## src/rtl/avalon_arb_pkg.sv

```systemverilog
// Shared definitions for the two-master Avalon-MM slave arbiter.
//
// Contents:
//   - DefaultAddrW / DefaultDataW : default slave word-address and data widths
//   - arb_state_e                 : arbiter FSM states (idle, m0 granted, m1 granted)
//   - ArbRoundRobin               : tie-break policy, selected at build time
//   - arb_pick()                  : winner selection from (req0, req1, last_winner)
//
// Build option:
//   ARB_ROUND_ROBIN_EN  defined   -> simultaneous requests alternate away from last winner
//                       undefined -> fixed priority, m0 wins every tie
package avalon_arb_pkg;

  localparam int unsigned DefaultAddrW = 8;
  localparam int unsigned DefaultDataW = 32;

  typedef enum logic [1:0] {
    StIdle = 2'b00,
    StGnt0 = 2'b01,
    StGnt1 = 2'b10
  } arb_state_e;

`ifdef ARB_ROUND_ROBIN_EN
  localparam bit ArbRoundRobin = 1'b1;
`else
  localparam bit ArbRoundRobin = 1'b0;
`endif

  // last_winner: 0 = m0 completed the most recent transfer, 1 = m1 did.
  // Under fixed priority the policy bit masks last_winner, so ties always go to m0.
  function automatic arb_state_e arb_pick(logic req0, logic req1, logic last_winner);
    arb_state_e pick;
    if (req0 && req1) begin
      pick = (ArbRoundRobin && !last_winner) ? StGnt1 : StGnt0;
    end else if (req0) begin
      pick = StGnt0;
    end else if (req1) begin
      pick = StGnt1;
    end else begin
      pick = StIdle;
    end
    return pick;
  endfunction

endpackage

```

## src/rtl/avalon_slave_arbiter2.sv

```systemverilog
// Two-master Avalon-MM arbiter in front of a single Avalon-MM slave.
// m0 is the core data master, m1 the UART debug master. One complete transfer is granted at a
// time; the master that is not granted sees waitrequest=1 and readdata=0.
//
// Ports:
//   clk, reset_n                  : clock, synchronous active-low reset
//   m{0,1}_address_i/read_i/write_i/writedata_i/byteenable_i : master commands
//   m{0,1}_readdata_o, m{0,1}_waitrequest_o                  : master responses
//   s_address_o/read_o/write_o/writedata_o/byteenable_o      : command to the slave
//   s_readdata_i, s_waitrequest_i                            : slave response
//   grant_o                       : one-hot current grant (bit0 = m0, bit1 = m1), 0 when idle
//
// Build option: ARB_ROUND_ROBIN_EN (see avalon_arb_pkg) selects round-robin tie-breaking;
// the default build uses fixed priority with m0 winning ties.
module avalon_slave_arbiter2
  import avalon_arb_pkg::*;
#(
  parameter int unsigned ADDR_W = DefaultAddrW,
  parameter int unsigned DATA_W = DefaultDataW
) (
  input  logic                clk,
  input  logic                reset_n,

  input  logic [ADDR_W-1:0]   m0_address_i,
  input  logic                m0_read_i,
  input  logic                m0_write_i,
  input  logic [DATA_W-1:0]   m0_writedata_i,
  input  logic [DATA_W/8-1:0] m0_byteenable_i,
  output logic [DATA_W-1:0]   m0_readdata_o,
  output logic                m0_waitrequest_o,

  input  logic [ADDR_W-1:0]   m1_address_i,
  input  logic                m1_read_i,
  input  logic                m1_write_i,
  input  logic [DATA_W-1:0]   m1_writedata_i,
  input  logic [DATA_W/8-1:0] m1_byteenable_i,
  output logic [DATA_W-1:0]   m1_readdata_o,
  output logic                m1_waitrequest_o,

  output logic [ADDR_W-1:0]   s_address_o,
  output logic                s_read_o,
  output logic                s_write_o,
  output logic [DATA_W-1:0]   s_writedata_o,
  output logic [DATA_W/8-1:0] s_byteenable_o,
  input  logic [DATA_W-1:0]   s_readdata_i,
  input  logic                s_waitrequest_i,

  output logic [1:0]          grant_o
);

  localparam int unsigned BeW = DATA_W / 8;

  arb_state_e state_q, state_d;
  logic       last_winner_q, last_winner_d;
  logic [1:0] grant_q;

  logic req0, req1;

  assign req0 = m0_read_i | m0_write_i;
  assign req1 = m1_read_i | m1_write_i;

  // Next-state logic. A grant lasts exactly one transfer: completion or an aborted request
  // both return to idle, so back-to-back transfers from one master cost one idle cycle and
  // the other master's pending request is looked at in that idle cycle.
  always_comb begin
    state_d       = state_q;
    last_winner_d = last_winner_q;
    unique case (state_q)
      StIdle: begin
        state_d = arb_pick(req0, req1, last_winner_q);
      end
      StGnt0: begin
        if (!req0) begin
          // Master withdrew mid-transfer: nothing completed, history is left alone.
          state_d = StIdle;
        end else if (!s_waitrequest_i) begin
          state_d       = StIdle;
          last_winner_d = 1'b0;
        end
      end
      StGnt1: begin
        if (!req1) begin
          state_d = StIdle;
        end else if (!s_waitrequest_i) begin
          state_d       = StIdle;
          last_winner_d = 1'b1;
        end
      end
      default: begin
        state_d = StIdle;
      end
    endcase
  end

  // State, arbitration history and the registered debug grant.
  always_ff @(posedge clk) begin
    if (!reset_n) begin
      state_q       <= StIdle;
      last_winner_q <= 1'b1;
      grant_q       <= 2'b00;
    end else begin
      state_q       <= state_d;
      last_winner_q <= last_winner_d;
      unique case (state_d)
        StGnt0:  grant_q <= 2'b01;
        StGnt1:  grant_q <= 2'b10;
        default: grant_q <= 2'b00;
      endcase
    end
  end

  assign grant_o = grant_q;

  // Slave command mux: the granted master drives the slave directly, idle drives all zeros.
  always_comb begin
    s_address_o    = '0;
    s_read_o       = 1'b0;
    s_write_o      = 1'b0;
    s_writedata_o  = '0;
    s_byteenable_o = {BeW{1'b0}};
    unique case (state_q)
      StGnt0: begin
        s_address_o    = m0_address_i;
        s_read_o       = m0_read_i;
        s_write_o      = m0_write_i;
        s_writedata_o  = m0_writedata_i;
        s_byteenable_o = m0_byteenable_i;
      end
      StGnt1: begin
        s_address_o    = m1_address_i;
        s_read_o       = m1_read_i;
        s_write_o      = m1_write_i;
        s_writedata_o  = m1_writedata_i;
        s_byteenable_o = m1_byteenable_i;
      end
      default: ;
    endcase
  end

  // Response routing: only the granted master sees the slave; everyone else is stalled.
  always_comb begin
    m0_waitrequest_o = 1'b1;
    m0_readdata_o    = '0;
    m1_waitrequest_o = 1'b1;
    m1_readdata_o    = '0;
    unique case (state_q)
      StGnt0: begin
        m0_waitrequest_o = s_waitrequest_i;
        m0_readdata_o    = s_readdata_i;
      end
      StGnt1: begin
        m1_waitrequest_o = s_waitrequest_i;
        m1_readdata_o    = s_readdata_i;
      end
      default: ;
    endcase
  end

endmodule

```

## config.mk

```make
export PLATFORM = sky130hd
export DESIGN_NAME = avalon_slave_arbiter2
export DESIGN_NICKNAME = d
export VERILOG_FILES = /design/src/rtl/avalon_arb_pkg.sv /design/src/rtl/avalon_slave_arbiter2.sv
export SDC_FILE = /design/constraint.sdc
export NUM_CORES = 1
export LEC_CHECK = 0
export ABC_AREA = 1
export ABC_CLOCK_PERIOD_IN_PS = 1500
export CAP_MARGIN = 20
export CORE_AREA = 5 5 90 92
export DETAILED_ROUTE_END_ITERATION = 8
export DIE_AREA = 0 0 95 97
export PLACE_DENSITY_LB_ADDON = 0.08
export SYNTH_ARGS = -nofsm -noshare
export SYNTH_HDL_FRONTEND = slang
export SYNTH_SLANG_ARGS = --single-unit
```

## constraint.sdc

```tcl
create_clock -name clk -period 1.5 [get_ports clk]
set_input_delay 0.225 -clock clk [delete_from_list [all_inputs] [get_ports clk]]
set_output_delay 0.225 -clock clk [all_outputs]
set_load 0.02 [all_outputs]
```

==> results.md, run 1 <==
* Dpl cells at 662
* Required time worst endpoint at 1.27 ns
* Antenna violations before repair at 0
* DP HPWL at 7.60 mm
* Fin crit period at 1.72 ns
* Seq cells post-synth at 4
* Synth area leader: nand2_1
* RR Endpoint: grant_o[1]$_SDFF_PN0_
* Final ANT Viol Nets at 0
* Num CTS Buffers at 3
* Worst Min Path Start: reset_n
* Row count at 31
* Initial DRC count at ~50
* Prevailing post-synth register cell: dfxtp_1
* Yosys cell types at 12
* CTS tree: yes
* WHS Path Cells at 5
* Initial DRT Pass Iterations at 4
* Final setup viols at around 110
* Worst-path fanout max at 8
* Worst setup slack after layout at -0.224 ns
* Area Overhead vs Synth at 254%
* Final Hold Fails at 0
* Largest net degree at the start of global routing at 36
* Ys async rst share at 0
* F_max at 0.580 GHz
* Post-Synthesis Cells at between 300 and 400
* # diodes at 0
* Synthesized net count at 460
* Peak VDD IR at 0.000328 V
* Clock Path Buffers at 2
* Pwr/cell area at 380 nW/um^2
* Fraction of synthesized cell area taken by the top area cell type at 0.410
* CP Data Arrival Time at 1.50 ns
* Period utilisation layout at 1.15
* RSZ-0062 raised after global routing: true
* Crit Path Class: reg -> out
* NumNets Final at slightly above 700
* Die span in x at 95 um
* Vias in the first global route at 2975
* Die Area at 9220 sq um
* Core Area at 7140 sq um
* HP Class: in -> reg
* DRC viols at 0
* Metal-1 WL at 4.06 mm
* Max Cap Viol at 0
* Register area share after synthesis at 0.0534
* Critical Path End Type: primary output
* Share of cells above drive strength 1 at 0.537
* Worst-Margin Slew at 0.260 ns
* Violated checks: setup timing
* Sinks on Clock Net at 4
* Met3 wire length at 910 um
* Syn_area_per_cell at 4.56 sq um
* Clock root buffer: clkbuf_8
* Top cells by count, synth: 164 x nand2_1, 76 x inv_1, 46 x a21oi_1, 9 x buf_6, 8 x buf_2
* DR WL met2 at between 6 and 7 mm
* Synthesized area at 1500 sq um
* First-pass GRT wire length at 15.7 mm
* Reg2Reg Setup Slack at 0.05 ns
* Drt wl/cell at 16.7 um
* Top Metal Used: met4
* Total Wirelength at 11.5 mm
* Worst-path clk slew at 0.03 ns
* Leakage at 0.00282 uW
* Worst r2r path cells at 9
* Total grt overflow at 0
* Port Buf Inserts at 240
* Slew HR at 0.826
* Total GRT Usage at 0.210
* Worst-Skew Late Latency at 0.21 ns
* Status: complete, but fails checks
* Chip height at slightly below 100 um
* Synth area leaders: nand2_1 41%, inv_1 19%, a21oi_1 15%
* Gpl congestion at 0.753
* Hold bufs inserted after CTS at 0
* Post-synth EDFFs at 0
* Number of synthesis warnings at 0
* Worst r2r src: state_q[0]$_SDFF_PN0_
* Final Max Slew Viols at 0
* Post-Layout Cell Count at 687
* Critical path launch point type: flop
* Most frequent cell after synthesis: nand2_1
* Initial Utilization at 0.210
* Setup Skew at 0.00104 ns
* WHS Endpoint: state_q[1]$_SDFF_PN0_
* Vias at 3042
* CTS H-tree depth at 1
* TNS Setup at -13.16 ns
* Via density at 4.43
* Top-Level Pins at roughly 240
[through the flow]
stage	util	worst slack (ns)	power [uW]	hold slack [ns]	instance area (sq um)
4_1_cts	0.648	-0.186	1810	0.655	4620
2_1_floorplan	-	0.00762	607	0.443	1500
3_5_place_dp	0.567	-0.500	1310	0.808	4050
5_1_grt	0.745	-0.283	2130	0.703	5320
3_3_place_gp	0.567	-0.482	1300	0.801	4050
6_report	0.745	-0.224	2020	0.658	5320
[report_power, final]
part	switching (uW)	internal (uW)
sequential	7.97	114
clock	55.6	171
combinational	794	878
total	858	1160
[cells in the final DEF, fill, tap and decap left out]
cell type,count
clkdlybuf4s50_1,128
buf_6,98
nand2_1,90
nand2_4,51
a21oi_2,42
inv_1,40
inv_2,34
nand2_2,24
buf_4,24
buf_12,14
nand3_1,6
buf_16,6
clkdlybuf4s15_2,5
nor2_1,4
inv_4,3
a21oi_4,3
ha_4,3
clkbuf_8,3
clkbuf_16,3
dfxtp_1,2
dfxtp_4,2
a21oi_1,1
nand3_2,1
ha_1,1
[critical path, stage by stage, from the launching register on]
cell     delay, ns
dfxtp_4       0.35
inv_4         0.07
ha_4          0.21
buf_12        0.15
buf_6         0.10
nand2_1       0.08
a21oi_2       0.18
buf_6         0.14
[registers in the layout (all words and copies together) (netlist names)]
signal   cells
grant_o      2
state_q      2
[how the worst max path moves through the flow]
| stage | from | to | slack (ns) | cells after the start |
|---|---|---|---|---|
| final | state_q[1]$_SDFF_PN0_ | s_address_o[5] | -0.22 | 7 |
| after global routing | state_q[1]$_SDFF_PN0_ | s_address_o[5] | -0.28 | 7 |
| after CTS | state_q[0]$_SDFF_PN0_ | s_writedata_o[1] | -0.19 | 7 |
| after detailed placement | state_q[0]$_SDFF_PN0_ | s_writedata_o[28] | -0.50 | 6 |
| after global placement | state_q[1]$_SDFF_PN0_ | s_writedata_o[28] | -0.48 | 6 |
| after floorplan | state_q[0]$_SDFF_PN0_ | s_address_o[0] | 0.008 | 5 |
[cell families (layout without fill, tap and decap cells)]
kind of cell | after synthesis | in the layout | synth area share
and+or+nand+nor | 176 | 176 | 0.448
DFF | 4 | 4 | 0.0534
buffers and inverters | 99 | 358 | 0.312
AOI/OAI and AO/OA | 46 | 46 | 0.153
adders and majority gates | 4 | 4 | 0.0334
[metal layers]
| metal | vias to the layer above | GRT usage |
|---|---|---|
| met3 | 30 | 0.0497 |
| li1 | 1474 | - |
| met2 | 146 | 0.392 |
| met1 | 1392 | 0.235 |
| met4 | 0 | 0.0511 |
| met5 | - | 0 |
[timing repair]
item / in CTS / in global routing
setup endpoints to repair: 112 / 112
resized for setup: 702 / 183
buffers inserted: 10 / 4
cloned: 7 / 3
hold endpoints to repair: 0 / 0
pin swaps: 21 / 43
[layout make-up]
| cell class | count | area (sq um) |
|---|---|---|
| Fill cell | 555 | 1820 |
| Inverter | 77 | 297 |
| Sequential cell | 4 | 87.6 |
| Tap cell | 99 | 124 |
| Multi-Input combinational cell | 226 | 1630 |
| Timing Repair Buffer | 278 | 3140 |
| Clock buffer | 3 | 41.3 |
Power figures use the tool's default switching activity.
==> run 2, diff against run 1 <==
--- a/config.mk
+++ b/config.mk
@@ -9,8 +9,10 @@
 export ABC_CLOCK_PERIOD_IN_PS = 1500
 export CAP_MARGIN = 20
 export CORE_AREA = 5 5 90 92
+export CTS_CLUSTER_SIZE = 10
 export DETAILED_ROUTE_END_ITERATION = 8
 export DIE_AREA = 0 0 95 97
+export GPL_TIMING_DRIVEN = 1
 export PLACE_DENSITY_LB_ADDON = 0.08
 export SYNTH_ARGS = -nofsm -noshare
 export SYNTH_HDL_FRONTEND = slang
==> results of run 2 <==
Final layout, timing and power as in run 1 (identical DEF).
